## config.mk

```make
export PLATFORM = sky130hd
export DESIGN_NAME = ttc_chanb_cmd_decoder
export DESIGN_NICKNAME = d
export VERILOG_FILES = /design/src/rtl/ttc_chanb_cmd_decoder.sv
export SDC_FILE = /design/constraint.sdc
export NUM_CORES = 1
export LEC_CHECK = 0
export CAP_MARGIN = 20
export CORE_MARGIN = 5
export CORE_UTILIZATION = 55
export DETAILED_ROUTE_END_ITERATION = 6
export GPL_TIMING_DRIVEN = 0
export PLACE_DENSITY = 0.75
export SLEW_MARGIN = 20
export SYNTH_ARGS = -nofsm -noshare
export SYNTH_HDL_FRONTEND = slang
export SYNTH_SLANG_ARGS = --single-unit
```

## constraint.sdc

```tcl
create_clock -name clk -period 3.5 [get_ports clk]
set_input_delay 0.7 -clock clk [delete_from_list [all_inputs] [get_ports clk]]
set_output_delay 0.7 -clock clk [all_outputs]
set_load 0.005 [all_outputs]
```

## src/rtl/ttc_chanb_cmd_decoder.sv

```systemverilog
// TTC Channel B broadcast command decoder: trigger-reset pulses, staged fill type,
// storage watchdog, saturating unknown-command count and a show-ahead command log.
module ttc_chanb_cmd_decoder #(
    parameter int unsigned CNT_W              = 32,
    parameter int unsigned STORE_TO_W         = 24,
    parameter int unsigned LOG_DEPTH          = 16,
    parameter bit          COMMIT_ON_BOUNDARY = 1'b1
) (
    input  logic                  clk,
    input  logic                  reset_n,
    input  logic [7:0]            brcst,
    input  logic                  brcst_strobe,
    input  logic                  ttc_loopback,
    input  logic                  fill_boundary,
    input  logic [STORE_TO_W-1:0] store_timeout,
    input  logic                  clear_status,
    input  logic [CNT_W-1:0]      thres_unknown_ttc,
    output logic [2:0]            fill_type,
    output logic                  fill_pending,
    output logic                  accept_pulse_triggers,
    output logic                  reset_trig_num,
    output logic                  reset_trig_timestamp,
    output logic [CNT_W-1:0]      unknown_cmd_count,
    output logic                  error_unknown_ttc,
    output logic                  store_timed_out,
    output logic                  log_valid,
    output logic [7:0]            log_data,
    input  logic                  log_ready,
    output logic                  log_overflow
);

    localparam int unsigned PTR_W    = $clog2(LOG_DEPTH);
    localparam int unsigned OCC_W    = $clog2(LOG_DEPTH + 1);
    localparam logic [2:0]  FILL_RST = 3'b001;

    typedef enum logic {
        WD_IDLE   = 1'b0,
        WD_ACTIVE = 1'b1
    } wd_state_e;

    // Command classification; strobes are masked while in loopback
    logic       strobe_v;
    logic       dec_evr;
    logic       dec_cntr;
    logic       dec_fill;
    logic       dec_store;
    logic       dec_unknown;
    logic       store_start;
    logic       store_stop;
    logic [2:0] fill_code;

    always_comb begin
        strobe_v    = brcst_strobe & ~ttc_loopback;
        dec_evr     = strobe_v & brcst[1];
        dec_cntr    = strobe_v & (brcst[7:5] == 3'b001) & brcst[3];
        dec_fill    = strobe_v & brcst[7] & ~brcst[3];
        dec_store   = strobe_v & (brcst[7:6] == 2'b10) & brcst[3];
        dec_unknown = strobe_v & ~dec_cntr & ~dec_fill & ~dec_store & ~brcst[1];
        store_start = dec_store & ~brcst[5];
        store_stop  = dec_store & brcst[5];
        case (brcst[6:5])
            2'b00:   fill_code = 3'b100;
            2'b01:   fill_code = 3'b001;
            2'b10:   fill_code = 3'b010;
            default: fill_code = 3'b011;
        endcase
    end

    // Fill-type staging
    logic [2:0] fill_type_d;
    logic       fill_pending_d;
    logic [2:0] pend_val_q;
    logic [2:0] pend_val_d;

    always_comb begin
        fill_type_d    = fill_type;
        fill_pending_d = fill_pending;
        pend_val_d     = pend_val_q;
        if (COMMIT_ON_BOUNDARY) begin
            // Boundary commits the value staged before this cycle; a same-cycle FILL becomes the new pending
            if (fill_boundary && fill_pending) begin
                fill_type_d    = pend_val_q;
                fill_pending_d = 1'b0;
            end
            if (dec_fill) begin
                pend_val_d     = fill_code;
                fill_pending_d = 1'b1;
            end
        end else if (dec_fill) begin
            fill_type_d = fill_code;
        end
        if (ttc_loopback) begin
            fill_type_d    = FILL_RST;
            fill_pending_d = 1'b0;
            pend_val_d     = FILL_RST;
        end
    end

    // Storage watchdog: accept stays high for store_timeout cycles after a start
    wd_state_e             wd_state_q;
    wd_state_e             wd_state_d;
    logic [STORE_TO_W-1:0] wd_cnt_q;
    logic [STORE_TO_W-1:0] wd_cnt_d;
    logic                  wd_expire;

    always_comb begin
        wd_state_d = wd_state_q;
        wd_cnt_d   = wd_cnt_q;
        wd_expire  = 1'b0;
        case (wd_state_q)
            WD_IDLE: begin
                if (store_start) begin
                    wd_state_d = WD_ACTIVE;
                    wd_cnt_d   = store_timeout;
                end
            end
            WD_ACTIVE: begin
                if (store_start) begin
                    wd_cnt_d = store_timeout;
                end else if (store_stop) begin
                    wd_state_d = WD_IDLE;
                    wd_cnt_d   = '0;
                end else if (store_timeout != '0) begin
                    if (wd_cnt_q <= STORE_TO_W'(1)) begin
                        wd_state_d = WD_IDLE;
                        wd_cnt_d   = '0;
                        wd_expire  = 1'b1;
                    end else begin
                        wd_cnt_d = wd_cnt_q - STORE_TO_W'(1);
                    end
                end
            end
            default: begin
                wd_state_d = WD_IDLE;
                wd_cnt_d   = '0;
            end
        endcase
        if (ttc_loopback) begin
            wd_state_d = WD_IDLE;
            wd_cnt_d   = '0;
            wd_expire  = 1'b0;
        end
    end

    // Status counters and sticky flags; clear_status beats same-cycle sets
    logic [CNT_W-1:0] unknown_cnt_d;
    logic             error_d;
    logic             timed_out_d;
    logic             overflow_d;
    logic             log_drop;

    always_comb begin
        unknown_cnt_d = unknown_cmd_count;
        error_d       = (unknown_cmd_count > thres_unknown_ttc);
        timed_out_d   = store_timed_out | wd_expire;
        overflow_d    = log_overflow | log_drop;
        if (dec_unknown && (unknown_cmd_count != '1)) begin
            unknown_cnt_d = unknown_cmd_count + CNT_W'(1);
        end
        if (clear_status || ttc_loopback) begin
            unknown_cnt_d = '0;
            timed_out_d   = 1'b0;
            overflow_d    = 1'b0;
        end
        if (ttc_loopback) begin
            error_d = 1'b0;
        end
    end

    // Command log FIFO
    logic [7:0]       log_mem [LOG_DEPTH];
    logic [PTR_W-1:0] wr_ptr_q;
    logic [PTR_W-1:0] wr_ptr_d;
    logic [PTR_W-1:0] rd_ptr_q;
    logic [PTR_W-1:0] rd_ptr_d;
    logic [OCC_W-1:0] occ_q;
    logic [OCC_W-1:0] occ_d;
    logic             log_valid_d;
    logic             log_push;
    logic             log_pop;
    logic             log_full;

    always_comb begin
        log_pop  = log_valid & log_ready;
        log_full = (occ_q == OCC_W'(LOG_DEPTH));
        log_push = strobe_v & (~log_full | log_pop);
        log_drop = strobe_v & log_full & ~log_pop;
        wr_ptr_d = log_push ? wr_ptr_q + PTR_W'(1) : wr_ptr_q;
        rd_ptr_d = log_pop  ? rd_ptr_q + PTR_W'(1) : rd_ptr_q;
        case ({log_push, log_pop})
            2'b10:   occ_d = occ_q + OCC_W'(1);
            2'b01:   occ_d = occ_q - OCC_W'(1);
            default: occ_d = occ_q;
        endcase
        if (ttc_loopback) begin
            wr_ptr_d = '0;
            rd_ptr_d = '0;
            occ_d    = '0;
        end
        log_valid_d = (occ_d != '0);
    end

    always_ff @(posedge clk) begin
        if (log_push) begin
            log_mem[wr_ptr_q] <= brcst;
        end
    end

    assign log_data = log_mem[rd_ptr_q];

    always_ff @(posedge clk or negedge reset_n) begin
        if (!reset_n) begin
            fill_type             <= FILL_RST;
            fill_pending          <= 1'b0;
            pend_val_q            <= FILL_RST;
            wd_state_q            <= WD_IDLE;
            wd_cnt_q              <= '0;
            accept_pulse_triggers <= 1'b0;
            reset_trig_num        <= 1'b0;
            reset_trig_timestamp  <= 1'b0;
            unknown_cmd_count     <= '0;
            error_unknown_ttc     <= 1'b0;
            store_timed_out       <= 1'b0;
            log_overflow          <= 1'b0;
            wr_ptr_q              <= '0;
            rd_ptr_q              <= '0;
            occ_q                 <= '0;
            log_valid             <= 1'b0;
        end else begin
            fill_type             <= fill_type_d;
            fill_pending          <= fill_pending_d;
            pend_val_q            <= pend_val_d;
            wd_state_q            <= wd_state_d;
            wd_cnt_q              <= wd_cnt_d;
            accept_pulse_triggers <= (wd_state_d == WD_ACTIVE);
            reset_trig_num        <= dec_evr;
            reset_trig_timestamp  <= dec_cntr;
            unknown_cmd_count     <= unknown_cnt_d;
            error_unknown_ttc     <= error_d;
            store_timed_out       <= timed_out_d;
            log_overflow          <= overflow_d;
            wr_ptr_q              <= wr_ptr_d;
            rd_ptr_q              <= rd_ptr_d;
            occ_q                 <= occ_d;
            log_valid             <= log_valid_d;
        end
    end

endmodule

```

==> reports/summary.md <==
## CTS
• **post-CTS clock slew at the launch and capture registers of the worst setup and hold paths** 0.06 ns
• **clock latency reported for the late side of the worst-skew pair** 0.50 ns
• **clock buffer count from CTS** 21
• **H-tree depth** 1
• **buffer cell driving the clock tree root** clkbuf_16
• **maximum root-to-sink buffer count** 3
• **CTS tree** built
• **Clock Sink Count** 211
• **Hold Buf Count CTS** 0

## Route
• **via count of the routed design** 7765
• **initial DRC count** 584
• **number of nets still failing antenna checks after routing** 0
• **final routed wire length divided by cell count** 20.1 um
• **Pre-antenna DRT Iters** 5
• **Via density** 6.02
• **wirelength, routed** 25.9 mm
• **final routed DRC violation total** 0

## Setup path
• **Worst Path Required** 2.80 ns
• **cell with the largest stage delay on the worst path** mux4_2
• **cells traversed along the worst timing path** buf_12, mux4_2, mux4_2, clkdlybuf4s50_1
• **Max Fanout on Critical Path** 10
• **kind of end point of the critical path** output pin
• **arrival time of the worst setup path** 2.76 ns
• **crit path kind** reg2out
• **R2R Path Start** occ_q[0]
• **CP Launch Type** register
• **FF-to-FF setup slack** 0.39 ns
• **Largest stage delay, worst path** 0.56 ns
• **number of cell instances on the worst register-to-register path** 11
• **reg-to-reg critical path endpoint** occ_q[4]
• **critical path's most frequent cell** mux4_2

## Pwr
• **cell internal power dissipation** 4520 uW
• **Switching Share** 23.1%
• **switching component of the power** 1360 uW
• **Sequential Power Share** 46.6%
• **clock share of power** 39.2%
• **Pwr Density** 449 mW/mm2
• **share of total power in combinational logic** 14.2%
• **Leak Pwr** 0.00500 uW
• **IR drop worst, VDD** 0.306 mV

## Floorplanning
• **initial cell density of the core** 55.3%
• **overall die area** 0.0222 mm2
• **count of pins on the block boundary** 122
• **FP Rows** 51
• **Placeable Area** 0.0193 mm2
• **vertical die dimension** 149 um
• **die width** 149 um

## STA
• **Worst Slack Setup Final** 0.0369 ns
• **setup violators final** 0
• **worst clock skew** 0.0137 ns
• **Hold Violations, Final** 0
• **achievable frequency** 289 MHz
• **minimum clock period after layout** 3.46 ns
• **post-route worst hold slack** 0.153 ns
• **share of the clock period used by the worst path after layout** 98.9%
• **number of max-slew violations in the final report** 0
• **worst-margin pin slew** 0.938 ns
• **normalized max-slew margin** 35.9%

## Yosys
• **Synth cell types** 66
• **number of enable-type register cells in the synthesized netlist** 128
• **cell area after synthesis** 0.0107 mm2
• **Avg Cell Area, Syn** 12.4 um2
• **register area share after synthesis** 55.6%
• **mux share of post-synthesis cell area** 8.83%
• **register bit count reported by yosys** 211
• **complex-gate fraction of the synthesized area** 10.6%
• **synthesized netlist cell count** 859
• **most frequently used flop master after synthesis** edfxtp_1
• **Syn Nets** 975
• **YS warnings** 0
• **largest area contributor in the netlist** edfxtp_1
• **largest cells by area after synthesis** edfxtp_1, dfrtp_1, mux4_2
• **Synth async-reset ratio** 39.3%
• **area fraction in and, or, nand and nor cells after synthesis** 14.0%
• **fraction of post-synthesis cell area in the top cell type by area** 36.1%
• **post-synthesis xor/xnor area fraction** 1.97%
• **main combinational cell family by area after synthesis** simple AND/OR/NAND/NOR gates
• **Post-Synth Adder-Cell Area** 5.36%

## Placement
• **count of input and output buffers** 121
• **Final GP Congestion** 0.937
• **detailed placement HPWL** 18.2 mm
• **Cells after DPL** 1250
• **pre-CTS worst setup slack** -0.678 ns
• **Post-Place Cell Area** 0.0123 mm2

## Layout
• **final net count** 1125
• **most used cells in the layout excluding fill and tap cells** edfxtp_1, clkdlybuf4s50_1, dfrtp_1, inv_1, nor2_1
• **Synth-to-Final Area Change** 23.0%
• **final standard cell area without fillers** 0.0131 mm2
• **commonest non-fill, non-tap cell in the layout** edfxtp_1
• **fraction of final layout cells with drive strength greater than 1** 11.1%
• **diode insertion count for antenna repair** 0
• **Final Core Density** 68.0%
• **# fillers** 1437
• **non-filler instance count after layout** 1289

## Run status
• **status** complete, no violations

## Global route
• **vias in the first global route** 7659
• **leftover overflow at the end of global routing** 0
• **antenna violations before repair** 0
• **total global-route track usage** 23.6%
• **wire length of the first global-routing pass** 41.5 mm
• **largest net degree at the start of global routing** 53

## Flow run
• **max cap viols** 0

## Min path
• **class of the worst hold path** in2async

## power groups by stage
stage                     combinational [uW]  sequential, uW  clock [uW]
after floorplan                          470            2770           0
after global placement                   774            2780           0
after detailed placement                 800            2780           0
after CTS                                820            2740        2340
after global routing                     915            2750        2450
final                                    835            2740        2300
## cells in the mapped netlist (all sizes together) (4+ instances only)
| cell | instances |
|---|---|
| a211oi | 9 |
| edfxtp | 128 |
| nand4 | 25 |
| nor3b | 4 |
| or4 | 13 |
| xnor2 | 19 |
| a32oi | 15 |
| o22ai | 4 |
| a21oi | 39 |
| a22oi | 7 |
| clkbuf | 26 |
| and2 | 18 |
| buf | 9 |
| xor2 | 5 |
| nand3 | 34 |
| inv | 66 |
| and4 | 4 |
| ha | 44 |
| nor2 | 54 |
| nor4 | 29 |
| o221ai | 9 |
| nor2b | 5 |
| a21o | 7 |
| o21ai | 13 |
| dfrtp | 81 |
| mux4 | 40 |
| o31a | 4 |
| o31ai | 11 |
| mux2i | 4 |
| and3 | 6 |
| nand2 | 51 |
| or3 | 11 |
| o211ai | 9 |
| a31oi | 5 |
| nor3 | 8 |
## through the flow
step | power (uW) | setup TNS, ns
floorplan | 3240 | 0
global placement | 3550 | -152.32
detailed placement | 3580 | -13.90
CTS | 5900 | 0
global route | 6110 | -0.0849
finish | 5880 | 0
## cell type report
cell class                      instances  area (um2)  area share (%)
Buffer                                 33         180            1.38
Clock buffer                           30         589            4.50
Clock inverter                          8         119           0.907
Inverter                               66         248            1.89
Multi-Input combinational cell        547        4410            33.7
Sequential cell                       211        5930            45.2
Tap cell                              265         332            2.53
Timing Repair Buffer                  129        1290            9.87
## metal layers
| metal | GRT usage, % | routed length (um) | up-vias |
|---|---|---|---|
| met3 | 3.59 | 1460 | 46 |
| li1 | - | - | 3641 |
| met1 | 31.5 | 10600 | 3812 |
| met2 | 41.2 | 13300 | 266 |
| met4 | 5.49 | 617 | 0 |
| met5 | 0 | 0 | - |
## worst max-delay path by stage
stage            startpoint  depth (start not counted)  slack (ns)          end
2_1_floorplan  ttc_loopback                         11        0.37     occ_q[4]
3_3_place_gp        reset_n                          1       -1.41  wd_cnt_q[0]
3_5_place_dp   ttc_loopback                         12       -0.68     occ_q[4]
4_1_cts         rd_ptr_q[0]                          4        0.01  log_data[7]
5_1_grt         rd_ptr_q[0]                          4       -0.03  log_data[1]
6_report        rd_ptr_q[0]                          4        0.04  log_data[1]
## timing repair
item                       in CTS  in global routing
setup endpoints to repair      10                 22
setup buffers                   2                  1
gates resized for setup        23                 16
## state kept, by name, indices dropped and copies added (netlist names)
register	flops
error_unknown_ttc	1
log_overflow	1
pend_val_q	3
rd_ptr_q	4
occ_q	5
reset_trig_num	1
fill_pending	1
log_valid	1
reset_trig_timestamp	1
wd_cnt_q	24
wr_ptr_q	4
wd_state_q	1
log_mem	128
unknown_cmd_count	32
fill_type	3
store_timed_out	1
## cell families (layout without fill, tap and decap cells)
group,after synthesis,in the layout
buffers and inverters,101,266
DFF,211,211
and+or+nand+nor,275,275
xor gates and xnor gates,24,24
AOI/OAI and AO/OA,159,159
adders and majority gates,45,45
muxes,44,44
## critical path: cells and delay by family (launching register included)
kind / cells / cell delay, ns
buffers and inverters: 2 / 0.66
muxes: 2 / 1.06
DFF: 1 / 0.55
Note: power is estimated with default switching activity, not from simulation.
